`config.mk`:
```
export PLATFORM = sky130hd
export DESIGN_NAME = maxpool_tx_packer
export DESIGN_NICKNAME = d
export VERILOG_FILES = /design/src/rtl/maxpool_tx_packer.sv
export SDC_FILE = /design/constraint.sdc
export NUM_CORES = 1
export LEC_CHECK = 0
export CORE_MARGIN = 1.5
export CORE_UTILIZATION = 45
export CTS_BUF_LIST = sky130_fd_sc_hd__clkbuf_8
export CTS_CLUSTER_SIZE = 10
export DETAILED_ROUTE_END_ITERATION = 16
export GPL_TIMING_DRIVEN = 0
export PLACE_DENSITY = 0.76
export SYNTH_ARGS = -nofsm -noshare
export SYNTH_HDL_FRONTEND = slang
export SYNTH_SLANG_ARGS = --single-unit
```
`constraint.sdc`:
```
create_clock -name clk -period 2.4 [get_ports clk]
set_input_delay 0.48 -clock clk [delete_from_list [all_inputs] [get_ports clk]]
set_output_delay 0.48 -clock clk [all_outputs]
set_load 0.01 [all_outputs]
```
`src/rtl/maxpool_tx_packer.sv`:
```
// rtl/maxpool_tx_packer.sv - packs pooled bytes four per 32-bit word (lane 0 in [31:24]) onto a valid/ready stream.
// Define MAXPOOL_TX_ROW_ALIGN_EN to start every output row in lane 0.
module maxpool_tx_packer #(
  parameter int BITS = 8,
  parameter int DIM  = 32
) (
  input  logic            clk,
  input  logic            rst_n,
  input  logic            start,
  input  logic [31:0]     cfg_m,
  input  logic [31:0]     cfg_p,
  input  logic            pix_valid,
  input  logic [BITS-1:0] pix_data,
  output logic            pix_ready,
  output logic            word_valid,
  output logic [31:0]     word_data,
  output logic            word_last,
  input  logic            word_ready,
  output logic            busy,
  output logic            done,
  output logic            err
);

  localparam int HALF = DIM / 2;
  localparam int CW   = $clog2(HALF + 1);

  typedef enum logic [1:0] {S_IDLE, S_LOAD, S_DRAIN, S_DONE} state_t;

  state_t state, state_nxt;

  logic [CW-1:0] cols, rows, col, row;
  logic [1:0]    lane;
  logic [31:0]   asm_data;
  logic          asm_full, asm_last;
  logic [31:0]   out_data;
  logic          out_valid, out_last;

  logic [CW-1:0] cfg_c, cfg_r;
  logic          byte_acc, col_end, last_byte, close, out_free, fire;
  logic [31:0]   lane_byte, word_in;

  function automatic logic [CW-1:0] sat_half(input logic [31:0] v);
    logic [31:0] h;
    h = v >> 1;
    if (h > 32'(HALF)) return CW'(HALF);
    return h[CW-1:0];
  endfunction

  assign cfg_c = sat_half(cfg_m);
  assign cfg_r = sat_half(cfg_p);

  assign busy      = (state != S_IDLE);
  assign done      = (state == S_DONE);
  assign err       = start && busy;
  assign pix_ready = (state == S_LOAD) && !asm_full;

  assign word_valid = out_valid;
  assign word_data  = out_data;
  assign word_last  = out_last;

  assign byte_acc  = pix_valid && pix_ready;
  assign col_end   = (col == cols - CW'(1));
  assign last_byte = byte_acc && col_end && (row == rows - CW'(1));
  assign out_free  = !out_valid || word_ready;
  assign fire      = out_valid && word_ready;

  assign lane_byte = {pix_data, {(32-BITS){1'b0}}} >> {lane, 3'b000};
  assign word_in   = asm_data | lane_byte;

`ifdef MAXPOOL_TX_ROW_ALIGN_EN
  assign close = byte_acc && ((lane == 2'd3) || col_end);
`else
  assign close = byte_acc && ((lane == 2'd3) || last_byte);
`endif

  always_ff @(posedge clk or negedge rst_n) begin
    if (!rst_n) state <= S_IDLE;
    else        state <= state_nxt;
  end

  always_comb begin
    state_nxt = state;
    case (state)
      S_IDLE: begin
        if (start) begin
          if (cfg_c == '0 || cfg_r == '0) state_nxt = S_DONE;
          else                            state_nxt = S_LOAD;
        end
      end
      S_LOAD:  if (last_byte) state_nxt = S_DRAIN;
      S_DRAIN: if (fire && out_last) state_nxt = S_DONE;
      S_DONE:  state_nxt = S_IDLE;
      default: state_nxt = S_IDLE;
    endcase
  end

  always_ff @(posedge clk or negedge rst_n) begin
    if (!rst_n) begin
      cols      <= '0;
      rows      <= '0;
      col       <= '0;
      row       <= '0;
      lane      <= '0;
      asm_data  <= '0;
      asm_full  <= 1'b0;
      asm_last  <= 1'b0;
      out_data  <= '0;
      out_valid <= 1'b0;
      out_last  <= 1'b0;
    end else begin
      if (state == S_IDLE && start) begin
        cols     <= cfg_c;
        rows     <= cfg_r;
        col      <= '0;
        row      <= '0;
        lane     <= '0;
        asm_data <= '0;
      end

      // A freshly closed word bypasses the assembly hold when the output slot frees this cycle.
      if (close && out_free) begin
        out_data  <= word_in;
        out_valid <= 1'b1;
        out_last  <= last_byte;
      end else if (asm_full && out_free) begin
        out_data  <= asm_data;
        out_valid <= 1'b1;
        out_last  <= asm_last;
        asm_data  <= '0;
        asm_full  <= 1'b0;
        asm_last  <= 1'b0;
      end else if (fire) begin
        out_valid <= 1'b0;
        out_last  <= 1'b0;
      end

      if (byte_acc) begin
        if (close) begin
          lane     <= '0;
          asm_data <= out_free ? 32'd0 : word_in;
          asm_full <= !out_free;
          asm_last <= !out_free && last_byte;
        end else begin
          lane     <= lane + 2'd1;
          asm_data <= word_in;
        end
        if (col_end) begin
          col <= '0;
          row <= last_byte ? '0 : row + CW'(1);
        end else begin
          col <= col + CW'(1);
        end
      end
    end
  end

endmodule

```
==> key figures <==
Outcome
  – Status: complete, but fails checks
  – Failing checks: setup timing

Clocking
  – CTS Hold Bufs: 0
  – Htree depth: 3
  – CTS buffer count: 9
  – Clock transition at path regs: 90 ps
  – CTS Root Cell: clkbuf_8
  – Longest Clk Path Bufs: 2
  – Clock sink count: between 90 and 100
  – CTS tree: yes
  – Clock latency on the worst-skew pair: 370 ps

Floorplan
  – Boundary pin count: between 100 and 150
  – Die Area: approximately 12000 sq um
  – Die X-Extent: between 100 and 150 um
  – Die H: between 100 and 150 um
  – Row count: 38
  – Starting density of the core: 47.0%
  – Core area: 11000 sq um

Final layout
  – Final core occ: slightly below 70%
  – Share of cells above drive strength 1: a little over a fifth
  – Post-Layout Inst Area: 7520 sq um
  – Area grow syn2layout: 45.8%
  – Nets: 711
  – # diodes: 0
  – Commonest non-fill, non-tap cells in the layout: 103 x clkdlybuf4s50_1, 91 x dfrtp_1, 50 x nand2_1
  – Commonest non-fill, non-tap cell in the layout: clkdlybuf4s50_1
  – Final Non-Filler Cells: between 700 and 800

Logic synthesis
  – Net Count, Synth: around 580
  – Compound-cell area share of the yosys netlist: between 20% and 30%
  – Adder-cell share of the synthesized area: 2.18%
  – Post-synth EDFFs: 0
  – #FFs+latches synth: ~90
  – Dominant synthesized flop cell: dfrtp_1
  – Post-synthesis xor/xnor area fraction: 2.35%
  – Post-synthesis mux area share: less than 1%
  – Mapped Cells: around 500
  – Register area share after synthesis: between 40% and 50%
  – Synth async-reset ratio: 100%
  – Synth warn: 0
  – Synth unique cells: slightly below 70
  – Post-synthesis simple-gate area fraction: roughly 14%
  – Avg Cell Area, Syn: about 11 sq um
  – Largest cells by area after synthesis: dfrtp_1 45%, a2111oi_2 6.1%, a221o_1 5.8%
  – Area leader, netlist: dfrtp_1
  – Mapped Area: roughly 5200 sq um
  – Main combinational cell family by area after synthesis: compound AO/OA/AOI/OAI gates
  – Yosys top cell area share: 44.6%

Timing
  – Final number of setup-violating endpoints: 61
  – Final period utilization: 108%
  – WHS: between 60 and 70 ps
  – Fin. max-slew vios: 0
  – Post-Route Skew: ~13 ps
  – Clock period minus worst slack: 2580 ps
  – Final setup margin: -181 ps
  – Relative slew slack: between 40% and 50%
  – Final hold viol count: 0
  – Fmax: between 0.3 and 0.4 GHz
  – RSZ-0062 raised after global routing: yes
  – Worst slew pin tran: around 790 ps

Setup path
  – WP data arrival: around 2800 ps
  – Crit end category: flop
  – Worst path cell trace: inv_1, ha_4, and2b_2, o21a_1, o311ai_4, buf_6, o21ai_4, a211o_4, a2111oi_4
  – Critical Path Fanout Max: 8
  – Largest delay contributor family on the critical path: compound AO/OA/AOI/OAI gates
  – Worst EP required: between 2000 and 3000 ps
  – Crit Path Class: flop to flop
  – CP Buf/Inv Count: 2
  – Crit-path slowest cell: a211o_4
  – Max incr delay on CP: between 400 and 500 ps
  – Critical Path Source Type: flop

Global routing
  – Busiest grt layer: met2
  – Vias in the first global route: about 4900
  – First-pass GRT wire length: 24200 um
  – Largest net degree at the start of global routing: a little under 60
  – M1 GR Usage: 32.6%
  – Grt met3 use: 2.94%
  – GR Overflow Total: 0
  – Gr usage total: 26.0%
  – Grt met2 use: between 40% and 50%
  – Initial antenna violation count: 0

Routing
  – # DRC: 0
  – Pre-Repair DR Iteration Count: 5
  – Post-DR vias/cell: roughly 6.1
  – WL final: 15400 um
  – Vias post-DR: between 4000 and 5000
  – Routed Antenna Nets: 0
  – First DRT Iteration DRCs: around 350
  – WL/cell: between 20 and 25 um

Pwr
  – PwrDens: 686 nW/um^2
  – VDD IR max: approximately 0.36 mV
  – P_leak: a little under 3 nW

Placement
  – Post-DP Area: around 6400 sq um
  – PortBufs: between 100 and 150
  – # placed instances: between 700 and 800
  – Post-DP HPWL: just under 10000 um
  – Final Wtd Congestion: ~0.82

Hold path
  – Hold WC Path Type: primary input to async pin

Job
  – Max cap viols: 0
## cell families after synthesis
logic type | Yosys count
flip-flops | 92
multiplexers | 3
AND/OR/NAND/NOR | 148
adder cells (fa/ha/maj) | 9
buffers and inverters | 74
XOR/XNOR | 13
AO/OA/AOI/OAI | 151
## cells in the mapped netlist, types with 3 or more instances
library cell / n
or4_1: 3
nor4_1: 11
clkbuf_8: 7
ha_1: 9
a2111oi_0: 9
buf_8: 3
a22o_1: 11
inv_1: 41
xnor2_1: 5
nor2_1: 40
a211o_1: 5
a2111oi_1: 3
a21oi_1: 7
nand3_1: 7
a2111oi_2: 21
o22ai_1: 33
nand2b_1: 3
a221o_1: 30
o21a_1: 3
nor2b_1: 3
buf_6: 3
nor3_1: 9
nand2_1: 52
clkbuf_2: 3
o21ai_0: 7
o211ai_1: 3
clkbuf_1: 7
xor2_1: 7
clkdlybuf4s25_2: 8
dfrtp_1: 92
## stage by stage
step / TNS [ps] / total power (W) / worst slack [ps]
after floorplan: -483 / 0.00292 / -16.1
after global placement: -254170 / 0.00354 / -2480
after detailed placement: -28130 / 0.00360 / -581
after CTS: -1490 / 0.00497 / -44.6
after global routing: -10350 / 0.00540 / -249
final: -5000 / 0.00516 / -181
## state kept, by name, summed over array words and instances, names as in the netlist
signal      count
cols            5
asm_data       32
col             5
word_last       1
state           2
asm_full        1
lane            2
asm_last        1
rows            5
row             5
word_data      32
word_valid      1
## power by group
part	total [W]	switching, W	internal [W]
logic	0.00209	0.00109	0.000995
clock network	0.00107	0.000567	0.000501
registers	0.00200	0.000205	0.00180
total	0.00516	0.00186	0.00329
## routing by layer
| metal | share of wire [%] | wire length [um] |
|---|---|---|
| met5 | 0 | 0 |
| met4 | 3.3 | 514 |
| met3 | 5.7 | 879 |
| met2 | 50 | 7780 |
| met1 | 40 | 6240 |
## path summary, 6_finish.rpt
check | slack (ps) | to | cells past startpoint | startpoint
setup / recovery | -180 | asm_data[20]$_DFF_PN0_ | 9 | rows[1]$_DFFE_PN0P_
hold / removal | 70 | word_valid$_DFFE_PN0P_ | 1 | rst_n
setup reg to reg | -180 | asm_data[20]$_DFF_PN0_ | 9 | rows[1]$_DFFE_PN0P_
hold reg to reg | 520 | word_data[30]$_DFFE_PN0P_ | 1 | word_data[30]$_DFFE_PN0P_
max in group asynchronous | 1700 | asm_data[9]$_DFF_PN0_ | 2 | rst_n
min in group clk | 520 | word_data[30]$_DFFE_PN0P_ | 1 | word_data[30]$_DFFE_PN0P_
## area by class of cell
type / count / area [sq um]
Buffer: 31 / 360
Clock buffer: 10 / 138
Clock inverter: 5 / 53.8
Fill cell: 746 / 3460
Inverter: 41 / 154
Multi-Input combinational cell: 324 / 3030
Sequential cell: 92 / 2300
Tap cell: 140 / 175
Timing Repair Buffer: 126 / 1300
## what timing repair did
action,CTS,global route
endpoints found under the setup margin,65,76
pin swaps,50,25
gates resized for setup,88,21
setup buffers,14,3
cloned,2,2
endpoints found under the hold margin,0,0
Note: power is estimated with default switching activity, not from simulation.
